`src/rtl/md_sched.sv`:
```
// -----------------------------------------------------------------------------
// md_sched: issue scheduler and writeback sequencer for the multiply/divide unit.
//
// Requests enter a small in-order queue. The head entry is sent either to the
// single-cycle multiplier (result returned combinationally in the issue cycle)
// or to the multicycle divider (one divide outstanding at most). Both result
// streams are merged onto one registered writeback port. A divider completion
// always wins the writeback slot, and multiplies stall around it so that no
// result is ever dropped.
//
// Ports:
//   clk_i, rst_ni             clock, asynchronous active-low reset
//   flush_ex_i                execute flush: empties queue, abandons divide
//   req_vld_i / req_rdy_o     request handshake (rdy = queue not full)
//   req_op_i                  0-3 MUL/MULH/MULHSU/MULHU, 4-7 DIV/DIVU/REM/REMU
//   req_op1_i, req_op2_i      operands
//   req_tid_i                 transaction id
//   mul_vld_o, mul_op_o,
//   mul_op1_o, mul_op2_o      multiplier issue
//   mul_result_i              multiplier result, same cycle as mul_vld_o
//   div_vld_o / div_rdy_i     divider issue handshake
//   div_op_o, div_op1_o,
//   div_op2_o, div_tid_o      divider issue fields
//   div_done_i, div_tid_i,
//   div_result_i              divider completion (1-cycle pulse)
//   wb_vld_o, wb_tid_o,
//   wb_data_o                 registered writeback
// -----------------------------------------------------------------------------
module md_sched #(
    parameter int unsigned XLEN      = 32,
    parameter int unsigned ADDR_BITS = 3,
    parameter int unsigned QDEPTH    = 2
) (
    input  logic                 clk_i,
    input  logic                 rst_ni,
    input  logic                 flush_ex_i,

    input  logic                 req_vld_i,
    input  logic [2:0]           req_op_i,
    input  logic [XLEN-1:0]      req_op1_i,
    input  logic [XLEN-1:0]      req_op2_i,
    input  logic [ADDR_BITS-1:0] req_tid_i,
    output logic                 req_rdy_o,

    output logic                 mul_vld_o,
    output logic [2:0]           mul_op_o,
    output logic [XLEN-1:0]      mul_op1_o,
    output logic [XLEN-1:0]      mul_op2_o,
    input  logic [XLEN-1:0]      mul_result_i,

    output logic                 div_vld_o,
    input  logic                 div_rdy_i,
    output logic [2:0]           div_op_o,
    output logic [XLEN-1:0]      div_op1_o,
    output logic [XLEN-1:0]      div_op2_o,
    output logic [ADDR_BITS-1:0] div_tid_o,
    input  logic                 div_done_i,
    input  logic [ADDR_BITS-1:0] div_tid_i,
    input  logic [XLEN-1:0]      div_result_i,

    output logic                 wb_vld_o,
    output logic [ADDR_BITS-1:0] wb_tid_o,
    output logic [XLEN-1:0]      wb_data_o
);

    localparam int unsigned PTR_W = (QDEPTH > 1) ? $clog2(QDEPTH) : 1;
    localparam int unsigned CNT_W = $clog2(QDEPTH + 1);

    typedef enum logic [1:0] {
        DIdle = 2'd0,
        DBusy = 2'd1,
        DDone = 2'd2
    } div_state_e;

    // ------------------------------------------------------------------
    // State
    // ------------------------------------------------------------------
    logic [2:0]           r_q_op  [QDEPTH];
    logic [XLEN-1:0]      r_q_op1 [QDEPTH];
    logic [XLEN-1:0]      r_q_op2 [QDEPTH];
    logic [ADDR_BITS-1:0] r_q_tid [QDEPTH];

    logic [PTR_W-1:0]     r_wr_ptr;
    logic [PTR_W-1:0]     r_rd_ptr;
    logic [CNT_W-1:0]     r_count;

    div_state_e           r_state;
    div_state_e           w_state_nxt;

    logic [ADDR_BITS-1:0] r_pend_tid;
    logic [XLEN-1:0]      r_pend_data;

    logic                 r_wb_vld;
    logic [ADDR_BITS-1:0] r_wb_tid;
    logic [XLEN-1:0]      r_wb_data;

    // ------------------------------------------------------------------
    // Combinational decode
    // ------------------------------------------------------------------
    logic                 w_full;
    logic                 w_empty;
    logic [2:0]           w_head_op;
    logic [XLEN-1:0]      w_head_op1;
    logic [XLEN-1:0]      w_head_op2;
    logic [ADDR_BITS-1:0] w_head_tid;
    logic                 w_head_is_div;
    logic                 w_wb_reserved;
    logic                 w_div_capture;
    logic                 w_mul_go;
    logic                 w_div_go;
    logic                 w_push;
    logic                 w_pop;

    assign w_full  = (r_count == CNT_W'(QDEPTH));
    assign w_empty = (r_count == '0);

    assign w_head_op     = r_q_op[r_rd_ptr];
    assign w_head_op1    = r_q_op1[r_rd_ptr];
    assign w_head_op2    = r_q_op2[r_rd_ptr];
    assign w_head_tid    = r_q_tid[r_rd_ptr];
    assign w_head_is_div = w_head_op[2];

    // The writeback slot of the next cycle (and the one after a completion)
    // belongs to the divider; a multiply issued now would collide with it.
    assign w_wb_reserved = (r_state == DDone) || ((r_state == DBusy) && div_done_i);

    assign w_div_capture = (r_state == DBusy) && div_done_i && !flush_ex_i;

    assign w_mul_go = !w_empty && !w_head_is_div && !flush_ex_i && !w_wb_reserved;
    assign w_div_go = !w_empty && w_head_is_div && (r_state == DIdle) && div_rdy_i &&
                      !flush_ex_i;

    // Ready is purely !full so it never combinationally depends on dispatch.
    assign req_rdy_o = !w_full;
    assign w_push    = req_vld_i && !w_full && !flush_ex_i;
    assign w_pop     = w_mul_go || w_div_go;

    // ------------------------------------------------------------------
    // Issue outputs
    // ------------------------------------------------------------------
    assign mul_vld_o = w_mul_go;
    assign mul_op_o  = w_head_op;
    assign mul_op1_o = w_head_op1;
    assign mul_op2_o = w_head_op2;

    assign div_vld_o = w_div_go;
    assign div_op_o  = w_head_op;
    assign div_op1_o = w_head_op1;
    assign div_op2_o = w_head_op2;
    assign div_tid_o = w_head_tid;

    // ------------------------------------------------------------------
    // Request queue storage
    // ------------------------------------------------------------------
    always_ff @(posedge clk_i or negedge rst_ni) begin
        if (!rst_ni) begin
            for (int i = 0; i < QDEPTH; i++) begin
                r_q_op[i]  <= '0;
                r_q_op1[i] <= '0;
                r_q_op2[i] <= '0;
                r_q_tid[i] <= '0;
            end
        end else if (w_push) begin
            r_q_op[r_wr_ptr]  <= req_op_i;
            r_q_op1[r_wr_ptr] <= req_op1_i;
            r_q_op2[r_wr_ptr] <= req_op2_i;
            r_q_tid[r_wr_ptr] <= req_tid_i;
        end
    end

    // Pointers wrap naturally because QDEPTH is a power of two.
    always_ff @(posedge clk_i or negedge rst_ni) begin
        if (!rst_ni) begin
            r_wr_ptr <= '0;
            r_rd_ptr <= '0;
            r_count  <= '0;
        end else if (flush_ex_i) begin
            r_wr_ptr <= '0;
            r_rd_ptr <= '0;
            r_count  <= '0;
        end else begin
            if (w_push) begin
                r_wr_ptr <= r_wr_ptr + PTR_W'(1);
            end
            if (w_pop) begin
                r_rd_ptr <= r_rd_ptr + PTR_W'(1);
            end
            unique case ({w_push, w_pop})
                2'b10:   r_count <= r_count + CNT_W'(1);
                2'b01:   r_count <= r_count - CNT_W'(1);
                default: r_count <= r_count;
            endcase
        end
    end

    // ------------------------------------------------------------------
    // Divide tracking FSM
    // ------------------------------------------------------------------
    always_ff @(posedge clk_i or negedge rst_ni) begin
        if (!rst_ni) begin
            r_state <= DIdle;
        end else begin
            r_state <= w_state_nxt;
        end
    end

    // Completions seen outside DBusy are stale (e.g. after a flush) and dropped.
    always_comb begin
        w_state_nxt = r_state;
        if (flush_ex_i) begin
            w_state_nxt = DIdle;
        end else begin
            unique case (r_state)
                DIdle:   if (w_div_go) w_state_nxt = DBusy;
                DBusy:   if (div_done_i) w_state_nxt = DDone;
                DDone:   w_state_nxt = DIdle;
                default: w_state_nxt = DIdle;
            endcase
        end
    end

    always_ff @(posedge clk_i or negedge rst_ni) begin
        if (!rst_ni) begin
            r_pend_tid  <= '0;
            r_pend_data <= '0;
        end else if (flush_ex_i) begin
            r_pend_tid  <= '0;
            r_pend_data <= '0;
        end else if (w_div_capture) begin
            r_pend_tid  <= div_tid_i;
            r_pend_data <= div_result_i;
        end
    end

    // ------------------------------------------------------------------
    // Writeback register: divide result has priority, multiplies were
    // already held off so both never compete for the same cycle.
    // ------------------------------------------------------------------
    always_ff @(posedge clk_i or negedge rst_ni) begin
        if (!rst_ni) begin
            r_wb_vld  <= 1'b0;
            r_wb_tid  <= '0;
            r_wb_data <= '0;
        end else if (flush_ex_i) begin
            r_wb_vld  <= 1'b0;
        end else if (r_state == DDone) begin
            r_wb_vld  <= 1'b1;
            r_wb_tid  <= r_pend_tid;
            r_wb_data <= r_pend_data;
        end else if (w_mul_go) begin
            r_wb_vld  <= 1'b1;
            r_wb_tid  <= w_head_tid;
            r_wb_data <= mul_result_i;
        end else begin
            r_wb_vld  <= 1'b0;
        end
    end

    assign wb_vld_o  = r_wb_vld;
    assign wb_tid_o  = r_wb_tid;
    assign wb_data_o = r_wb_data;

endmodule

```
`config.mk`:
```
export PLATFORM = sky130hd
export DESIGN_NAME = md_sched
export DESIGN_NICKNAME = d
export VERILOG_FILES = /design/src/rtl/md_sched.sv
export SDC_FILE = /design/constraint.sdc
export NUM_CORES = 1
export LEC_CHECK = 0
export CAP_MARGIN = 5
export CORE_AREA = 2 2 148 150
export DETAILED_ROUTE_END_ITERATION = 12
export DIE_AREA = 0 0 150 152
export PLACE_DENSITY = 0.81
export RECOVER_POWER = 25
export SYNTH_ARGS = -nofsm -noshare
export SYNTH_HDL_FRONTEND = slang
export SYNTH_SLANG_ARGS = --single-unit
```
`constraint.sdc`:
```
create_clock -name clk_i -period 4.6 [get_ports clk_i]
set_clock_uncertainty 0.1 [all_clocks]
set_input_delay 0.92 -clock clk_i [delete_from_list [all_inputs] [get_ports clk_i]]
set_output_delay 0.92 -clock clk_i [all_outputs]
set_load 0.02 [all_outputs]
```
==> out/results.md, run 1 <==
| Item | Reported |
| --- | --- |
| Status | finished, violations left |
| Violations in the final reports | max-capacitance violations, max-slew violations |
| R2R Path Start | r_rd_ptr |
| Switching power share of the total | 0.3472 |
| Worst Path Buf+Inv | 2 |
| Worst path most repeated cell | sky130_fd_sc_hd__clkdlybuf4s50_1 |
| P_int | 6.785 mW |
| Post-route design area | 13650 um^2 |
| Primary FF master, synth | sky130_fd_sc_hd__dfrtp_1 |
| TritonCTS clock tree | built |
| Clock Pin Slew Worst Setup and Hold Paths | 0.06 ns |
| Unrepaired setup endpoints after global routing | no |
| Worst slack, placed | 0.8136 ns |
| Worst setup startpoint | flush_ex_i |
| Initial Utilization | 0.4674 |
| Worst setup margin | 0.7972 ns |
| Final setup vio count | 0 |
| Comb pwr share | 0.519 |
| Actual transition at the worst max-transition pin | 2.536 ns |
| Critical path capture point type | output pin |
| Post-synthesis average cell area | 14.85 um^2 |
| Worst relative slew slack | -0.6907 |
| Final Cycle Share | 0.8267 |
| Achievable frequency | 0.2630 GHz |
| Mapped Cells | 672 |
| Adder and majority gate portion of the synthesized area | 0 |
| Share of synthesized area occupied by flip-flops and latches | 0.5442 |
| Most used standard cell by instance count after synthesis | sky130_fd_sc_hd__mux2_2 |
| Data required, critical path | 3.58 ns |
| DIE WIDTH | 150 um |
| Number of enable flip-flop cells after synthesis | 0 |
| 1st-iter DRT viols | 182 |
| Post-route minimum period | 3.803 ns |
| Cell leakage power | 5.738 nW |
| First-pass GRT wire length | 35.73 mm |
| WS Path Type | input pin to output pin |
| Detail Route Antenna Nets | 0 |
| Antenna violations before repair | 1 |
| CTS sink cnt | 217 |
| DR DRC count | 0 |
| Placer congestion estimate | 0.7675 |
| Chip height | 152 um |
| # IOs | 319 |
| Cell types with the highest counts after synthesis | sky130_fd_sc_hd__mux2_2 (241), sky130_fd_sc_hd__dfrtp_1 (217), sky130_fd_sc_hd__buf_4 (68), sky130_fd_sc_hd__a22o_1 (35), sky130_fd_sc_hd__mux2_4 (30) |
| Row cnt | 54 |
| Number of buffers inserted during clock tree synthesis | 22 |
| Number of vias per cell | 5.120 |
| Origin of the worst min-delay path | r_q_op2[32] |
| Mapped Nets | 815 |
| H-Tree Level Count | 1 |
| Total Die Area | 22800 um^2 |
| Critical path's top delay family | buffers and inverters |
| Area fraction in compound gates after synthesis | 0.03536 |
| Power per unit of standard cell area | 761.5 nW/um^2 |
| Synthesis-to-finish area growth | 36.79% |
| Data arrival time at the worst-slack endpoint | 2.78 ns |
| Count of hold buffers inserted by post-cts repair | 0 |
| Max Buffers Root-to-Sink | 3 |
| All-Layer GR Usage | 0.1936 |
| Number of iterations in the first detailed-routing pass | 4 |
| Fin nets | 1059 |
| CTS resizes | 0 |
| Number of synthesized register bits | 217 |
| Main combinational cell family by area after synthesis | multiplexers |
| Fraction of synthesized area in multiplexers | 0.3304 |
| Sequential share of power | 0.306 |
| Post-synth top area cell | sky130_fd_sc_hd__dfrtp_1 |
| Final Hold Vio Count | 0 |
| Worst-case vdd ir drop | 0.4852 mV |
| Ratio of cells with drive above 1 in the final layout | 0.3448 |
| Post-synth cell types | 30 |
| Post-synthesis instance area | 9978 um^2 |
| Residual overflow from global routing | 0 |
| Post-synth ARST share | 1.000 |
| Post-placement cell area | 12910 um^2 |
| Number of vias after detailed routing | 6206 |
| Count of synthesis-stage warnings from yosys | 0 |
| Worst hold-check path type | flip-flop to flip-flop |
| Largest driver fanout on the critical path | 8 |
| Clock network power share | 0.175 |
| CTS Root Buffer Type | sky130_fd_sc_hd__clkbuf_16 |
| Largest net degree at the start of global routing | 102 |
| Ordered cell list for the critical path | clkdlybuf4s50_1 -> nor4b_1 -> and3_1 -> clkdlybuf4s50_1 |
| Area share of the largest cell type after synthesis | 0.5442 |
| Setup Fix Bufs, Post-CTS | 0 |
| Synth Area in Simple Gates | 0.01241 |
| Number of global-route vias before repair | 6702 |
| Number of violations of the max-capacitance limit | 1 |
| Max stage delay cell, worst path | sky130_fd_sc_hd__clkdlybuf4s50_1 |
| Net switching power figure | 3.608 mW |
| Number of buffers added on ports | 318 |
| Half-perimeter wire length after placement | 15.41 mm |
| Type of origin of the critical path | input pin |
| Routed length per instance | 18.34 um |
| Largest cells by area after synthesis | sky130_fd_sc_hd__dfrtp_1 (54%), sky130_fd_sc_hd__mux2_2 (27%), sky130_fd_sc_hd__buf_4 (5.1%) |
| Xor-xnor portion of the synthesized cell area | 0.001755 |
| Placeable core region | 21350 um^2 |
| Fill count | 1630 |
| Clock latency on the worst-skew pair | 0.49 ns |
| Fin Setup TNS | 0 ns |
| Number of pins with negative max-slew slack in the final report | 101 |
| Final wirelength | 22.23 mm |
| Slowest Stage Delay on Critical Path | 0.64 ns |
## state kept, by name, indices dropped and copies added (netlist names), 2 cells and up
| signal | cells |
|---|---|
| r_count | 2 |
| r_q_op2 | 64 |
| r_q_op1 | 64 |
| r_state | 2 |
| r_q_tid | 6 |
| r_pend_tid | 3 |
| r_pend_data | 32 |
| r_q_op | 6 |
| wb_data_o | 32 |
| wb_tid_o | 3 |
## layout make-up
cell class	instances	area [um^2]	area share
antenna	1	2.502	0.0001833
tap	280	350.3	0.02567
inverter	2	7.507	0.0005500
multi-input combinational	347	3820	0.2799
clock inverter	7	87.58	0.006417
clock buffer	32	659.4	0.04831
sequential	217	5434	0.3981
timing repair buffer	326	3288	0.2409
## worst register-to-register path, stage by stage, from the launching register on
cell and delay, ns:
sky130_fd_sc_hd__dfrtp_4 0.73, sky130_fd_sc_hd__mux2_4 0.39, sky130_fd_sc_hd__nor3b_4 0.23, sky130_fd_sc_hd__a22o_4 0.58
sky130_fd_sc_hd__mux2_2 0.42
## power groups by stage
stage / Clock [mW] / Sequential, mW / Combinational, mW
after floorplan: 0 / 3.24 / 3.48
after global placement: 0 / 3.17 / 5.37
after detailed placement: 0 / 3.20 / 5.45
after CTS: 1.87 / 3.18 / 5.47
after global routing: 1.95 / 3.28 / 5.70
final: 1.82 / 3.18 / 5.40
## per-stage QoR
stage | power [mW] | hold slack (ns) | cells | utilization
global placement | 8.538 | 0.3657 | 1172 | 0.6046
detailed placement | 8.654 | 0.3708 | 1172 | 0.6046
floorplan | 6.726 | 0.3541 | 672 | -
global route | 10.93 | 0.4052 | 1212 | 0.6393
CTS | 10.52 | 0.3851 | 1211 | 0.6396
finish | 10.39 | 0.3825 | 1212 | 0.6393
## worst paths after layout
| check | endpoint | slack (ns) | depth (start not counted) |
|---|---|---|---|
| max | div_vld_o | 0.80 | 4 |
| min reg2reg | r_q_op2[32] | 0.38 | 1 |
| min in group asynchronous | r_pend_data[11] | 1.08 | 1 |
| max in group asynchronous | r_rd_ptr | 1.48 | 1 |
| min | r_q_op2[32] | 0.38 | 1 |
| max reg2reg | wb_data_o[4] | 2.04 | 4 |
## per-layer routing
layer / up-vias / global-route usage / share of wire / routed length, um
met2: 234 / 0.3175 / 0.48 / 10700
met1: 3119 / 0.2516 / 0.41 / 9175
met4: 0 / 0.04537 / 0.017 / 388
li1: 2822 / - / - / -
met5: - / 0 / 0 / 0
met3: 31 / 0.06096 / 0.088 / 1967
## cell families (layout without fill, tap and decap cells)
family,Yosys count,count (layout)
and+or+nand+nor,21,21
xor gates and xnor gates,2,2
buffers and inverters,108,367
AOI/OAI and AO/OA,41,41
DFF,217,217
muxes,283,283
other,0,1
## cell usage in the layout (no fill, tap or decap), drive strengths merged, types with 2 or more instances in the layout
master         instances
clkdlybuf4s50        316
mux2                 281
dfrtp                217
a22o                  36
clkbuf                33
buf                    8
nand2                  5
nor2                   5
clkinv                 4
a21oi                  3
inv                    2
and3                   2
mux2i                  2
xor2                   2
bufinv                 2
nor3                   2
Note: power is estimated with default switching activity, not from simulation.
==> run 2, diff against run 1 <==
CORE_AREA = 2 2 149 151   (was 2 2 148 150)
DIE_AREA = 0 0 151 153   (was 0 0 150 152)
PLACE_DENSITY = 0.8   (was 0.81)
clock period = 3.8 ns   (was 4.6 ns; I/O delays follow)
==> out/results.md, run 2 (synthesis gave the netlist of run 1 again) <==
| Item | Reported | Change |
| --- | --- | --- |
| Status | finished, violations left |  |
| Violations in the final reports | max-capacitance violations, max-slew violations |  |
| P_int | 8.085 mW | +19% |
| All-Layer GR Usage | 0.1971 | +0.003471 |
| Number of pins with negative max-slew slack in the final report | 70 | -31% |
| Hold depth | 1 | unchanged |
| Max Buffers Root-to-Sink | 3 | unchanged |
| Ratio of cells with drive above 1 in the final layout | 0.3472 | +0.002387 |
| 1st-iter DRT viols | 144 | -21% |
| Type of origin of the critical path | flip-flop |  |
| Half-perimeter wire length after placement | 15.64 mm | +1.5% |
| Final wirelength | 22.72 mm | +2.2% |
| Fin Setup TNS | 0 ns | unchanged |
| Number of vias after detailed routing | 6202 | -0.064% |
| Worst setup startpoint | r_rd_ptr |  |
| Most used routing layer | met2 |  |
| Net switching power figure | 4.414 mW | +22% |
| Inserted Diodes | 0 | -1 |
| Worst hold-check path type | flip-flop to flip-flop |  |
| Number of iterations in the first detailed-routing pass | 4 | unchanged |
| Origin of the worst min-delay path | r_q_op2[63] |  |
| Setup Fix Bufs, Post-CTS | 0 | unchanged |
| Comb pwr share | 0.528 | +0.009 |
| Worst reg2reg path depth | 5 | +1 |
| Registers with the highest flip-flop counts | r_q_op1: 64 flops, r_q_op2: 64 flops |  |
| Highest-count cells in the layout ignoring fill and taps | sky130_fd_sc_hd__clkdlybuf4s50_1 (317), sky130_fd_sc_hd__mux2_2 (241), sky130_fd_sc_hd__dfrtp_1 (216) |  |
| Number of global-route vias before repair | 6781 | +1.2% |
| Clock Pin Slew Worst Setup and Hold Paths | 0.06 ns | about the same |
| CTS Root Buffer Type | sky130_fd_sc_hd__clkbuf_16 |  |
| Leading cell type in the layout, fill and taps excluded | sky130_fd_sc_hd__clkdlybuf4s50_1 |  |
| Worst-case vdd ir drop | 0.4930 mV | +1.6% |
| Chip height | 153 um | +0.66% |
| Synthesis-to-finish area growth | 36.71% | about the same |
| Critical path capture point type | output pin |  |
| Sequential share of power | 0.305 | about the same |
| CTS sink cnt | 217 | unchanged |
| DR DRC count | 0 | unchanged |
| WS Path Type | flip-flop to output pin |  |
| Data required, critical path | 2.94 ns | -0.64 ns |
| Power per unit of standard cell area | 916.3 nW/um^2 | +20% |
| Power Total | 12.50 mW | +20% |
| Clock network power share | 0.167 | -0.008 |
| TritonCTS clock tree | built |  |
| Residual overflow from global routing | 0 | unchanged |
| Total Die Area | 23100 um^2 | +1.3% |
| Worst relative slew slack | -0.1412 | +0.5495 |
| Cell leakage power | 5.748 nW | +0.17% |
| Final setup vio count | 0 | unchanged |
| # IOs | 319 | unchanged |
| Largest net degree at the start of global routing | 80 | -22% |
| Placer congestion estimate | 0.7564 | -1.4% |
| Number of vias per cell | 5.088 | -0.64% |
| Antenna violations before repair | 0 | -1 |
| GRT met3 Usage | 0.06896 | +0.007994 |
| Largest driver fanout on the critical path | 4 | -4 |
| Final Core Density | 0.6349 | -0.004370 |
| Final Hold Vio Count | 0 | unchanged |
| Number of buffers added on ports | 318 | unchanged |
| Achievable frequency | 0.3047 GHz |  |
| Post-route minimum period | 3.282 ns |  |
| Fraction of met2 tracks used by global routing | 0.3340 | +0.01652 |
| Fin nets | 1065 | +0.57% |
| Initial Utilization | 0.4644 | -0.002939 |
| Row cnt | 54 | unchanged |
| Placeable core region | 21490 um^2 | +0.63% |
| First-pass GRT wire length | 36.47 mm | +2.1% |
| Detail Route Antenna Nets | 0 | unchanged |
| Actual transition at the worst max-transition pin | 1.712 ns | -0.8242 ns |
| Number of buffers inserted during clock tree synthesis | 23 | +4.5% |
| DIE WIDTH | 151 um | +0.67% |
| R2R Path Start | r_state[0] |  |
| CTS resizes | 0 | unchanged |
| Unrepaired setup endpoints after global routing | no |  |
| Met1 usage in global routing | 0.2459 | -0.005683 |
| H-Tree Level Count | 1 | unchanged |
| Count of hold buffers inserted by post-cts repair | 0 | unchanged |
| Routed length per instance | 18.64 um | +1.6% |
| Number of violations of the max-capacitance limit | 1 | unchanged |
| Switching power share of the total | 0.3531 | +0.005991 |
| Data arrival time at the worst-slack endpoint | 2.42 ns | -0.36 ns |
| Final Cycle Share | 0.8636 |  |
| Clock latency on the worst-skew pair | 0.50 ns | about the same |
==> run 2: cell type report <==
cell class	instances	area, um^2
Tap cell	280	350.3
Fill cell	1639	7844
Timing Repair Buffer	331	3336
Inverter	2	7.507
Clock inverter	12	92.59
Sequential cell	217	5434
Clock buffer	30	601.8
Multi-Input combinational cell	347	3820
==> run 2: worst paths after layout <==
| path | endpoint | slack [ns] |
|---|---|---|
| worst max register to register | wb_data_o[4] | 1.43 |
| worst max-delay path | mul_vld_o | 0.52 |
| min in group asynchronous | r_pend_data[3] | 0.58 |
| worst min-delay path | r_q_op2[63] | 0.38 |
| max in group asynchronous | r_q_op2[11] | 1.04 |
| worst min register to register | r_q_op2[63] | 0.38 |
==> run 2: stage by stage <==
stage          instance area (um^2)  instances  worst slack (ns)  hold WS, ns
2_1_floorplan                  9978        672            0.9722       0.3541
6_report                      13640       1219            0.5182       0.3837
3_3_place_gp                  12970       1177            0.5440       0.3625
3_5_place_dp                  12970       1177            0.5615       0.3718
5_1_grt                       13640       1219            0.4111       0.3985
4_1_cts                       13670       1219            0.4825       0.1535
==> run 2: critical path, cell delays in order (launching register included) <==
cell	delay (ns)
sky130_fd_sc_hd__dfrtp_4	0.49
sky130_fd_sc_hd__mux2_4	0.35
sky130_fd_sc_hd__nor3b_4	0.23
sky130_fd_sc_hd__and2_1	0.21
sky130_fd_sc_hd__clkdlybuf4s50_1	0.63
==> run 2: metal layers <==
layer / part of all wire / vias to the layer above
li1: - / 2833
met2: 0.49 / 232
met3: 0.093 / 24
met4: 0.013 / 0
met5: 0 / -
met1: 0.40 / 3113
==> run 2: power by group through the flow <==
stage	combinational [mW]	sequential, mW	clock, mW
finish	6.60	3.81	2.09
global route	7.00	3.94	2.26
CTS	6.69	3.81	2.16
detailed placement	6.66	3.83	0
global placement	6.57	3.79	0
floorplan	4.22	3.92	0
==> run 3, diff against run 2 <==
MAX_ROUTING_LAYER = met4   (was default)
==> out/results.md, run 3 (synthesis gave the netlist of run 1 again) <==
| Item | Reported | Change |
| --- | --- | --- |
| CTS Root Buffer Type | sky130_fd_sc_hd__clkbuf_16 |  |
| Inst Count DP | 1177 | unchanged |
| P_int | 8.085 mW | about the same |
| Max Buffers Root-to-Sink | 3 | unchanged |
| H-Tree Level Count | 1 | unchanged |
| CTS resizes | 0 | unchanged |
| Number of vias after detailed routing | 6210 | +0.13% |
| WS Path Type | flip-flop to output pin |  |
| First-pass GRT wire length | 36.40 mm | -0.19% |
| Largest driver fanout on the critical path | 4 | unchanged |
| Final setup vio count | 0 | unchanged |
| Antenna violations before repair | 0 | unchanged |
| Net switching power figure | 4.410 mW | about the same |
| # IOs | 319 | unchanged |
| Worst relative slew slack | -0.1407 | +0.0005240 |
| Data arrival time at the worst-slack endpoint | 2.42 ns | about the same |
| Registers with the highest flip-flop counts | r_q_op1: 64 flops, r_q_op2: 64 flops |  |
| Clock latency on the worst-skew pair | 0.50 ns | about the same |
| Initial Utilization | 0.4644 | unchanged |
| Worst hold slack | 0.3838 ns | +0.000009000 ns |
| Unrepaired setup endpoints after global routing | no |  |
| Final Non-Filler Cells | 1219 | unchanged |
| Highest-count cells in the layout ignoring fill and taps | sky130_fd_sc_hd__clkdlybuf4s50_1 (317), sky130_fd_sc_hd__mux2_2 (241), sky130_fd_sc_hd__dfrtp_1 (216) |  |
| Number of violations of the max-capacitance limit | 1 | unchanged |
| Fill count | 1639 | unchanged |
| Clock network power share | 0.167 | about the same |
| Row cnt | 54 | unchanged |
| Placeable core region | 21490 um^2 | unchanged |
| Status | finished, violations left |  |
| Type of origin of the critical path | flip-flop |  |
| 1st-iter DRT viols | 160 | +11% |
| Cell leakage power | 5.748 nW | unchanged |
| Fin Setup TNS | 0 ns | unchanged |
| Clock Pin Slew Worst Setup and Hold Paths | 0.06 ns | about the same |
| Synthesis-to-finish area growth | 36.71% | unchanged |
| Post-route minimum period | 3.280 ns | -0.001412 ns |
| Final Hold Vio Count | 0 | unchanged |
| CTS sink cnt | 217 | unchanged |
| Count of hold buffers inserted by post-cts repair | 0 | unchanged |
| Number of global-route vias before repair | 6778 | -0.044% |
| Final Cycle Share | 0.8632 | about the same |
| Violations in the final reports | max-capacitance violations, max-slew violations |  |
| Placer congestion estimate | 0.7663 | +1.3% |
| Number of vias per cell | 5.094 | +0.13% |
| Number of pins with negative max-slew slack in the final report | 70 | unchanged |
| Detail Route Antenna Nets | 0 | unchanged |
| Number of buffers inserted during clock tree synthesis | 23 | unchanged |
| Largest net degree at the start of global routing | 80 | unchanged |
| Slowest Stage Delay on Critical Path | 0.63 ns | about the same |
| Critical path capture point type | output pin |  |
| DR DRC count | 0 | unchanged |
| Ordered cell list for the critical path | mux2_4 -> nor3b_4 -> and2_1 -> clkdlybuf4s50_1 |  |
| Worst Path Buf+Inv | 1 | unchanged |
| All-Layer GR Usage | 0.2030 | +0.005931 |
| DIE WIDTH | 151 um | unchanged |
| Ratio of cells with drive above 1 in the final layout | 0.3472 | unchanged |
| Power per unit of standard cell area | 916.0 nW/um^2 | about the same |
| Chip height | 153 um | unchanged |
| Switching power share of the total | 0.3529 | about the same |
| Final wirelength | 22.73 mm | about the same |
| TritonCTS clock tree | built |  |
| Achievable frequency | 0.3048 GHz | about the same |
| Number of iterations in the first detailed-routing pass | 4 | unchanged |
| Worst-case vdd ir drop | 0.4931 mV | about the same |
| Number of buffers added on ports | 318 | unchanged |
| Total Die Area | 23100 um^2 | unchanged |
| Sequential share of power | 0.305 | about the same |
| Setup Fix Bufs, Post-CTS | 0 | unchanged |
| Fin nets | 1065 | unchanged |
| Comb pwr share | 0.528 | about the same |
| Leading cell type in the layout, fill and taps excluded | sky130_fd_sc_hd__clkdlybuf4s50_1 |  |
| Routed length per instance | 18.64 um | about the same |
| Worst hold-check path type | flip-flop to flip-flop |  |
| Data required, critical path | 2.94 ns | about the same |
| Inserted Diodes | 0 | unchanged |
| Max stage delay cell, worst path | sky130_fd_sc_hd__clkdlybuf4s50_1 |  |
| Half-perimeter wire length after placement | 15.64 mm | unchanged |
| Actual transition at the worst max-transition pin | 1.711 ns | -0.0007848 ns |
| Residual overflow from global routing | 0 | unchanged |
| Critical path's top delay family | buffers and inverters |  |
[run 3: power by group through the flow]
stage               Clock, mW  Sequential [mW]  Combinational [mW]
global placement            0             3.79                6.57
floorplan                   0             3.92                4.22
finish                   2.09             3.81                6.59
CTS                      2.16             3.81                6.69
detailed placement          0             3.83                6.66
global route             2.26             3.94                7.00
[run 3: worst paths after layout]
kind	start	to	slack, ns	depth (start not counted)
setup reg to reg	r_state[0]	wb_data_o[4]	1.43	5
hold reg to reg	r_q_op2[63]	r_q_op2[63]	0.38	1
min in group asynchronous	rst_ni	r_pend_data[3]	0.58	1
setup / recovery	r_rd_ptr	mul_vld_o	0.52	4
hold / removal	r_q_op2[63]	r_q_op2[63]	0.38	1
max in group asynchronous	rst_ni	r_q_op2[5]	1.04	2
[run 3: through the flow]
stage | utilization | power (mW) | instance area, um^2 | worst slack [ns]
2_1_floorplan | - | 8.142 | 9978 | 0.9722
3_3_place_gp | 0.6037 | 10.36 | 12970 | 0.5440
3_5_place_dp | 0.6037 | 10.49 | 12970 | 0.5615
4_1_cts | 0.6360 | 12.66 | 13670 | 0.4825
5_1_grt | 0.6349 | 13.20 | 13640 | 0.4110
6_report | 0.6349 | 12.50 | 13640 | 0.5197
[run 3: area by class of cell]
cell class,instances,area [um^2],share of cell area
clock buffers,30,601.8,0.04412
clock inverters,12,92.59,0.006787
inverters,2,7.507,0.0005503
multi-input cells,347,3820,0.2800
flip-flops and latches,217,5434,0.3983
well taps,280,350.3,0.02568
repair buffers,331,3336,0.2445
[run 3: metal layers]
| layer | global-route usage | routed length, um | vias up |
|---|---|---|---|
| met5 | - | 0 | - |
| met3 | 0.06060 | 1898 | 24 |
| met1 | 0.2504 | 9409 | 3127 |
| met4 | 0.03694 | 288 | 0 |
| met2 | 0.3351 | 11130 | 230 |
| li1 | - | - | 2829 |
[run 3: worst reg2reg max path, stage by stage (launching register included)]
cell                      delay [ns]
sky130_fd_sc_hd__dfrtp_1        0.46
sky130_fd_sc_hd__nor2b_4        0.17
sky130_fd_sc_hd__buf_4          0.46
sky130_fd_sc_hd__a22o_4         0.46
sky130_fd_sc_hd__buf_12         0.24
sky130_fd_sc_hd__mux2_2         0.36
